File: src/rtl/vx_pipe_arbiter_if.sv
// Request/response handshake bundle for vx_pipe_arbiter.
// master drives requests and accepts responses; slave is the arbiter.
interface vx_pipe_arbiter_if #(
    parameter int unsigned NUM_REQS = 4,
    parameter int unsigned DATAW    = 32,
    parameter int unsigned TAGW     = 2
);
    logic [NUM_REQS-1:0]       req_valid;
    logic [NUM_REQS*DATAW-1:0] req_data;
    logic [NUM_REQS-1:0]       req_ready;
    logic                      rsp_valid;
    logic [DATAW-1:0]          rsp_data;
    logic [TAGW-1:0]           rsp_tag;
    logic                      rsp_ready;

    modport master (
        output req_valid, req_data, rsp_ready,
        input  req_ready, rsp_valid, rsp_data, rsp_tag
    );

    modport slave (
        input  req_valid, req_data, rsp_ready,
        output req_ready, rsp_valid, rsp_data, rsp_tag
    );
endinterface

File: src/rtl/vx_pipe_arbiter.sv
// Round-robin arbiter feeding a shared fixed-latency pipeline; tracks in-flight
// valid/tag alongside the external datapath and returns results on one port.
module vx_pipe_arbiter #(
    parameter int unsigned NUM_REQS = 4,
    parameter int unsigned DATAW    = 32,
    parameter int unsigned DEPTH    = 3,
    parameter int unsigned TAGW     = (NUM_REQS > 1) ? $clog2(NUM_REQS) : 1,
    parameter int unsigned CNTW     = $clog2(DEPTH + 1)
) (
    input  logic                 clk,
    input  logic                 reset,
    vx_pipe_arbiter_if.slave     bus,
    output logic                 pipe_enable,
    output logic [DATAW-1:0]     pipe_data_in,
    input  logic [DATAW-1:0]     pipe_data_out,
    output logic [CNTW-1:0]      pending_count,
    output logic                 idle
);

    logic [TAGW-1:0]     rr_last_q;
    logic [DEPTH-1:0]    valid_q, valid_d;
    logic [TAGW-1:0]     tag_q [DEPTH];
    logic [TAGW-1:0]     tag_d [DEPTH];

    logic                stall;
    logic                fire;
    logic [TAGW-1:0]     winner;
    logic                hi_found;
    logic [TAGW-1:0]     hi_idx;
    logic [TAGW-1:0]     lo_idx;
    logic [NUM_REQS-1:0] req_ready;

    assign bus.rsp_valid = valid_q[DEPTH-1];
    assign bus.rsp_tag   = tag_q[DEPTH-1];
    assign bus.rsp_data  = pipe_data_out;
    assign bus.req_ready = req_ready;

    assign stall       = valid_q[DEPTH-1] & ~bus.rsp_ready;
    assign pipe_enable = ~stall & ~reset;

    // Smallest requesting index above rr_last wins; otherwise wrap to the
    // smallest requesting index at or below it. Descending scan keeps the lowest.
    always_comb begin
        hi_found = 1'b0;
        hi_idx   = '0;
        lo_idx   = '0;
        for (int i = NUM_REQS - 1; i >= 0; i--) begin
            if (bus.req_valid[i]) begin
                if (TAGW'(i) > rr_last_q) begin
                    hi_found = 1'b1;
                    hi_idx   = TAGW'(i);
                end else begin
                    lo_idx   = TAGW'(i);
                end
            end
        end
        winner = hi_found ? hi_idx : lo_idx;
    end

    always_comb begin
        req_ready    = '0;
        pipe_data_in = '0;
        for (int i = 0; i < NUM_REQS; i++) begin
            req_ready[i] = pipe_enable & bus.req_valid[i] & (winner == TAGW'(i));
            if (req_ready[i]) begin
                pipe_data_in = bus.req_data[i*DATAW +: DATAW];
            end
        end
    end

    assign fire = |req_ready;

    always_comb begin
        valid_d    = '0;
        valid_d[0] = fire;
        tag_d[0]   = winner;
        for (int i = 1; i < DEPTH; i++) begin
            valid_d[i] = valid_q[i-1];
            tag_d[i]   = tag_q[i-1];
        end
    end

    always_ff @(posedge clk) begin
        if (reset) begin
            valid_q   <= '0;
            rr_last_q <= TAGW'(NUM_REQS - 1);
        end else begin
            if (pipe_enable) begin
                valid_q <= valid_d;
            end
            if (fire) begin
                rr_last_q <= winner;
            end
        end
    end

    // Tags need no reset: they are only observed through valid bits.
    always_ff @(posedge clk) begin
        if (pipe_enable) begin
            tag_q <= tag_d;
        end
    end

    always_comb begin
        pending_count = '0;
        for (int i = 0; i < DEPTH; i++) begin
            pending_count = pending_count + CNTW'(valid_q[i]);
        end
    end

    assign idle = (pending_count == '0) & ~(|bus.req_valid);

    assert property (@(posedge clk) disable iff (reset) $onehot0(req_ready));
    assert property (@(posedge clk) disable iff (reset) pending_count <= CNTW'(DEPTH));

endmodule
File: src/flat_wrapper.sv
// flat-port wrapper written by rule: the top's interface ports become plain ports
module vx_pipe_arbiter_flat 
#(
    parameter int unsigned NUM_REQS = 4,
    parameter int unsigned DATAW    = 32,
    parameter int unsigned DEPTH    = 3,
    parameter int unsigned TAGW     = (NUM_REQS > 1) ? $clog2(NUM_REQS) : 1,
    parameter int unsigned CNTW     = $clog2(DEPTH + 1)
)
  (clk, reset, pipe_enable, pipe_data_in, pipe_data_out, pending_count, idle, bus_req_valid, bus_req_data, bus_rsp_ready, bus_req_ready, bus_rsp_valid, bus_rsp_data, bus_rsp_tag);
  vx_pipe_arbiter_if #(.NUM_REQS(NUM_REQS), .DATAW(DATAW), .TAGW(TAGW)) bus_i ();
  input  logic clk;
  input  logic reset;
  output logic pipe_enable;
  output logic [DATAW-1:0] pipe_data_in;
  input  logic [DATAW-1:0] pipe_data_out;
  output logic [CNTW-1:0] pending_count;
  output logic idle;
  input wire logic [$bits(bus_i.req_valid)-1:0] bus_req_valid;
  input wire logic [$bits(bus_i.req_data)-1:0] bus_req_data;
  input wire logic [$bits(bus_i.rsp_ready)-1:0] bus_rsp_ready;
  output wire logic [$bits(bus_i.req_ready)-1:0] bus_req_ready;
  output wire logic [$bits(bus_i.rsp_valid)-1:0] bus_rsp_valid;
  output wire logic [$bits(bus_i.rsp_data)-1:0] bus_rsp_data;
  output wire logic [$bits(bus_i.rsp_tag)-1:0] bus_rsp_tag;
  assign bus_i.req_valid = bus_req_valid;
  assign bus_i.req_data = bus_req_data;
  assign bus_i.rsp_ready = bus_rsp_ready;
  assign bus_req_ready = bus_i.req_ready;
  assign bus_rsp_valid = bus_i.rsp_valid;
  assign bus_rsp_data = bus_i.rsp_data;
  assign bus_rsp_tag = bus_i.rsp_tag;
  vx_pipe_arbiter #(.NUM_REQS(NUM_REQS), .DATAW(DATAW), .DEPTH(DEPTH), .TAGW(TAGW), .CNTW(CNTW)) u_core (.clk(clk), .reset(reset), .bus(bus_i), .pipe_enable(pipe_enable), .pipe_data_in(pipe_data_in), .pipe_data_out(pipe_data_out), .pending_count(pending_count), .idle(idle));
endmodule
File: config.mk
export PLATFORM = sky130hd
export DESIGN_NAME = vx_pipe_arbiter_flat
export DESIGN_NICKNAME = d
export VERILOG_FILES = /design/src/rtl/vx_pipe_arbiter_if.sv /design/src/rtl/vx_pipe_arbiter.sv /design/src/flat_wrapper.sv
export SDC_FILE = /design/constraint.sdc
export NUM_CORES = 1
export LEC_CHECK = 0
export BUFFER_PORTS_ARGS = -buffer_cell sky130_fd_sc_hd__buf_2
export CORE_AREA = 2 2 93 95
export DETAILED_ROUTE_END_ITERATION = 12
export DIE_AREA = 0 0 95 97
export PLACE_DENSITY = 0.63
export SYNTH_ARGS = -nofsm -noshare
export SYNTH_HDL_FRONTEND = slang
export SYNTH_SLANG_ARGS = --single-unit
export TNS_END_PERCENT = 30
File: constraint.sdc
create_clock -name clk -period 3.08 [get_ports clk]
set_input_delay 0.308 -clock clk [delete_from_list [all_inputs] [get_ports clk]]
set_output_delay 0.308 -clock clk [all_outputs]
set_load 0.1 [all_outputs]
==> results.ini <==
[run_status]
outcome = completed

[floorplanning]
core-area_um2 = 8134
dieArea_um2 = 9215
start_util = 0.2841
dieWidth_um = 95
fp-row-count = 33
die_y_um = 97
num_io_pins = 242

[timing]
holdWs_ns = 0.3482
slew_viol_final = 0
min_period_ns = 2.828
finalHoldViolations = 0
max_freq_mhz = 353.7
tightest_slew_ns = 0.6480
setup_viol = 0
timing.clock.skew_ns = 0.006170
slew_headroom = 0.5669
fin_crit_sh = 0.9181
rsz0062_at_grt = no

[power_and_ir_drop]
power_leakage_nw = 1.736
switching_share = 0.5516
max-vdd-ir-drop_v = 0.0002265
seq_power_share = 0.118
p_per_area_nw_per_um2 = 429.1
pwr-share-comb = 0.788
p_int_uw = 687.3
power.switching_uw = 845.5
p_clk_frac = 0.093

[global_routing]
grt_pass1_wl_um = 15230
first_global_vias = 3027
antenna_found_initial = 0
grt_overflow = 0
grt_max_degree = 35
grt_util_all_layers = 0.2046

[drt]
viasPerCell = 5.309
detail-route-antenna-nets = 0
drtIter0Drc = 117
vias = 2973
drc_errors = 0
dr.pass1.iters = 4
wl_um = 9681
wl_per_cell_um = 17.29

[clock_tree]
path_clk_slew_ns = 0.05
cts_tree = built
numCtsBuffers = 3
clkSinkCount = 11
cts-root-buf = clkbuf_8
postCtsHoldBufs = 0
clk_latency_ns = 0.24
clock_path_buffers = 2
htree_levels = 1

[yosys]
synth_edf_count = 6
synth_nets = 501
syn_area_per_cell_um2 = 6.940
synth_top_area_frac = 0.1386
async_reset_ff_frac = 0
synth_top_area_cell = a32o_1
syn_area_um2 = 2311
yosys_register_bits = 11
netlist_instances = 333
synth_cell_types = 40
yosys-top-cells-area = a32o_1 (14%), o21ai_0 (14%), a22o_1 (12%)
yosys_warnings = 0
yosys_most_used_dff = edfxtp_1
ys_seq_area_frac = 0.1213
synth.most_common_cell = o21ai_0
synth_common_cells = o21ai_0 (64), inv_1 (42), nor2_1 (41)

[placement]
dp_hpwl_um = 7144
place_congestion = 0.8638
buffer_ports.inserted = 177

[cells_and_area]
utilization = 0.4392
drive_gt1_frac = 0.4418
synthToLayoutAreaGrowth_pct = 54.58
nets = 624
antenna_cells = 0

[worst_setup_path]
critical_path_buf_inv_count = 1
crit_arrival_ns = 2.52
endpoint_kind = primary output
path_class = flip-flop to primary output
crit_family = compound AO/OA/AOI/OAI gates
path_max_fanout = 17
cp.required_ns = 2.77
slowest_stage = dfxtp_1
cp_cell_sequence = nand2_1 -> o22a_1 -> a21boi_4 -> a32o_1 -> a22o_1 -> buf_12
max_stage_delay_ns = 0.58
cp-start-kind = flip-flop

[min_path]
hold_path_class = input port to flip-flop

[job]
drv_cap = 0

[area by class of cell]
cell class | count | area, um^2
multi-input combinational | 212 | 1451
fill | 831 | 4562
inverter | 42 | 157.7
timing repair buffer | 186 | 1506
tap | 105 | 131.4
clock buffer | 4 | 45.04
sequential | 11 | 280.3
[layer usage]
metal	vias to the layer above	track usage	wire length, um
met4	0	0.06355	251
met3	28	0.04361	922
met5	-	0	0
li1	1412	-	-
met1	1367	0.2493	3643
met2	166	0.3541	4865
[metrics by stage]
stage	area [um^2]	power, mW	TNS (ns)	setup WS [ns]	cells
2_1_floorplan	2317	1.151	-0.5760	-0.08229	333
3_3_place_gp	3508	1.370	0	0.3708	555
3_5_place_dp	3508	1.385	0	0.2808	555
4_1_cts	3553	1.530	0	0.02945	559
5_1_grt	3572	1.607	0	0.05158	560
6_report	3572	1.533	0	0.2524	560
[state kept, by name, indices dropped and copies added (netlist names)]
signal / flops
u_core.tag_d: 4
u_core.valid_q: 3
u_core.bus.rsp_tag: 2
u_core.rr_last_q: 2
[worst reg2reg max path, stage by stage (launching register included)]
cell and delay, ns:
dfxtp_1 0.58, nand2_1 0.15, o22a_1 0.32, a21boi_4 0.57, o2111a_1 0.39, a2111o_1 0.15
[cell usage in the layout, fill, tap and decap left out, types with 3 or more instances in the layout]
cell      synthesis  final
nand2_1           6      6
a22o_1           32     30
o21ai_0          64     64
a32o_1           32     32
dfxtp_1           5      5
inv_1            42     42
clkbuf_8          0      3
nor2_1           41     40
buf_2             7    141
buf_12            0     37
buf_4            35      8
a21oi_1           5      5
edfxtp_1          6      6
[cell families after synthesis]
group | after synthesis | share of synthesized area
and+or+nand+nor | 60 | 0.1126
adders and majority gates | 2 | 0.01299
DFF | 11 | 0.1213
AOI/OAI and AO/OA | 148 | 0.4775
muxes | 1 | 0.004332
buffers and inverters | 111 | 0.2713
[power by group through the flow]
stage,Combinational (mW),Clock (mW),Sequential [mW]
2_1_floorplan,0.954,0,0.197
3_3_place_gp,1.19,0,0.183
3_5_place_dp,1.20,0,0.184
4_1_cts,1.20,0.145,0.181
5_1_grt,1.27,0.154,0.184
6_report,1.21,0.143,0.182
[worst paths after layout]
| check | startpoint | slack (ns) | endpoint | cells after the start |
|---|---|---|---|---|
| max reg2reg | u_core.rr_last_q[1]$_SDFFE_PP1P_ | 0.87 | u_core.rr_last_q[0]$_SDFFE_PP1P_ | 5 |
| min | reset | 0.35 | u_core.valid_q[2]$_SDFFE_PP0P_ | 2 |
| min reg2reg | u_core.tag_d[1]$_DFFE_PP_ | 0.41 | u_core.bus.rsp_tag[1]$_DFFE_PP_ | 0 |
| max | u_core.rr_last_q[1]$_SDFFE_PP1P_ | 0.25 | pipe_data_in[25] | 6 |
[what timing repair did]
item,in CTS,in global routing
gates resized for setup,0,1
setup buffers,0,0
setup endpoints to repair,0,33
Power figures use the tool's default switching activity.
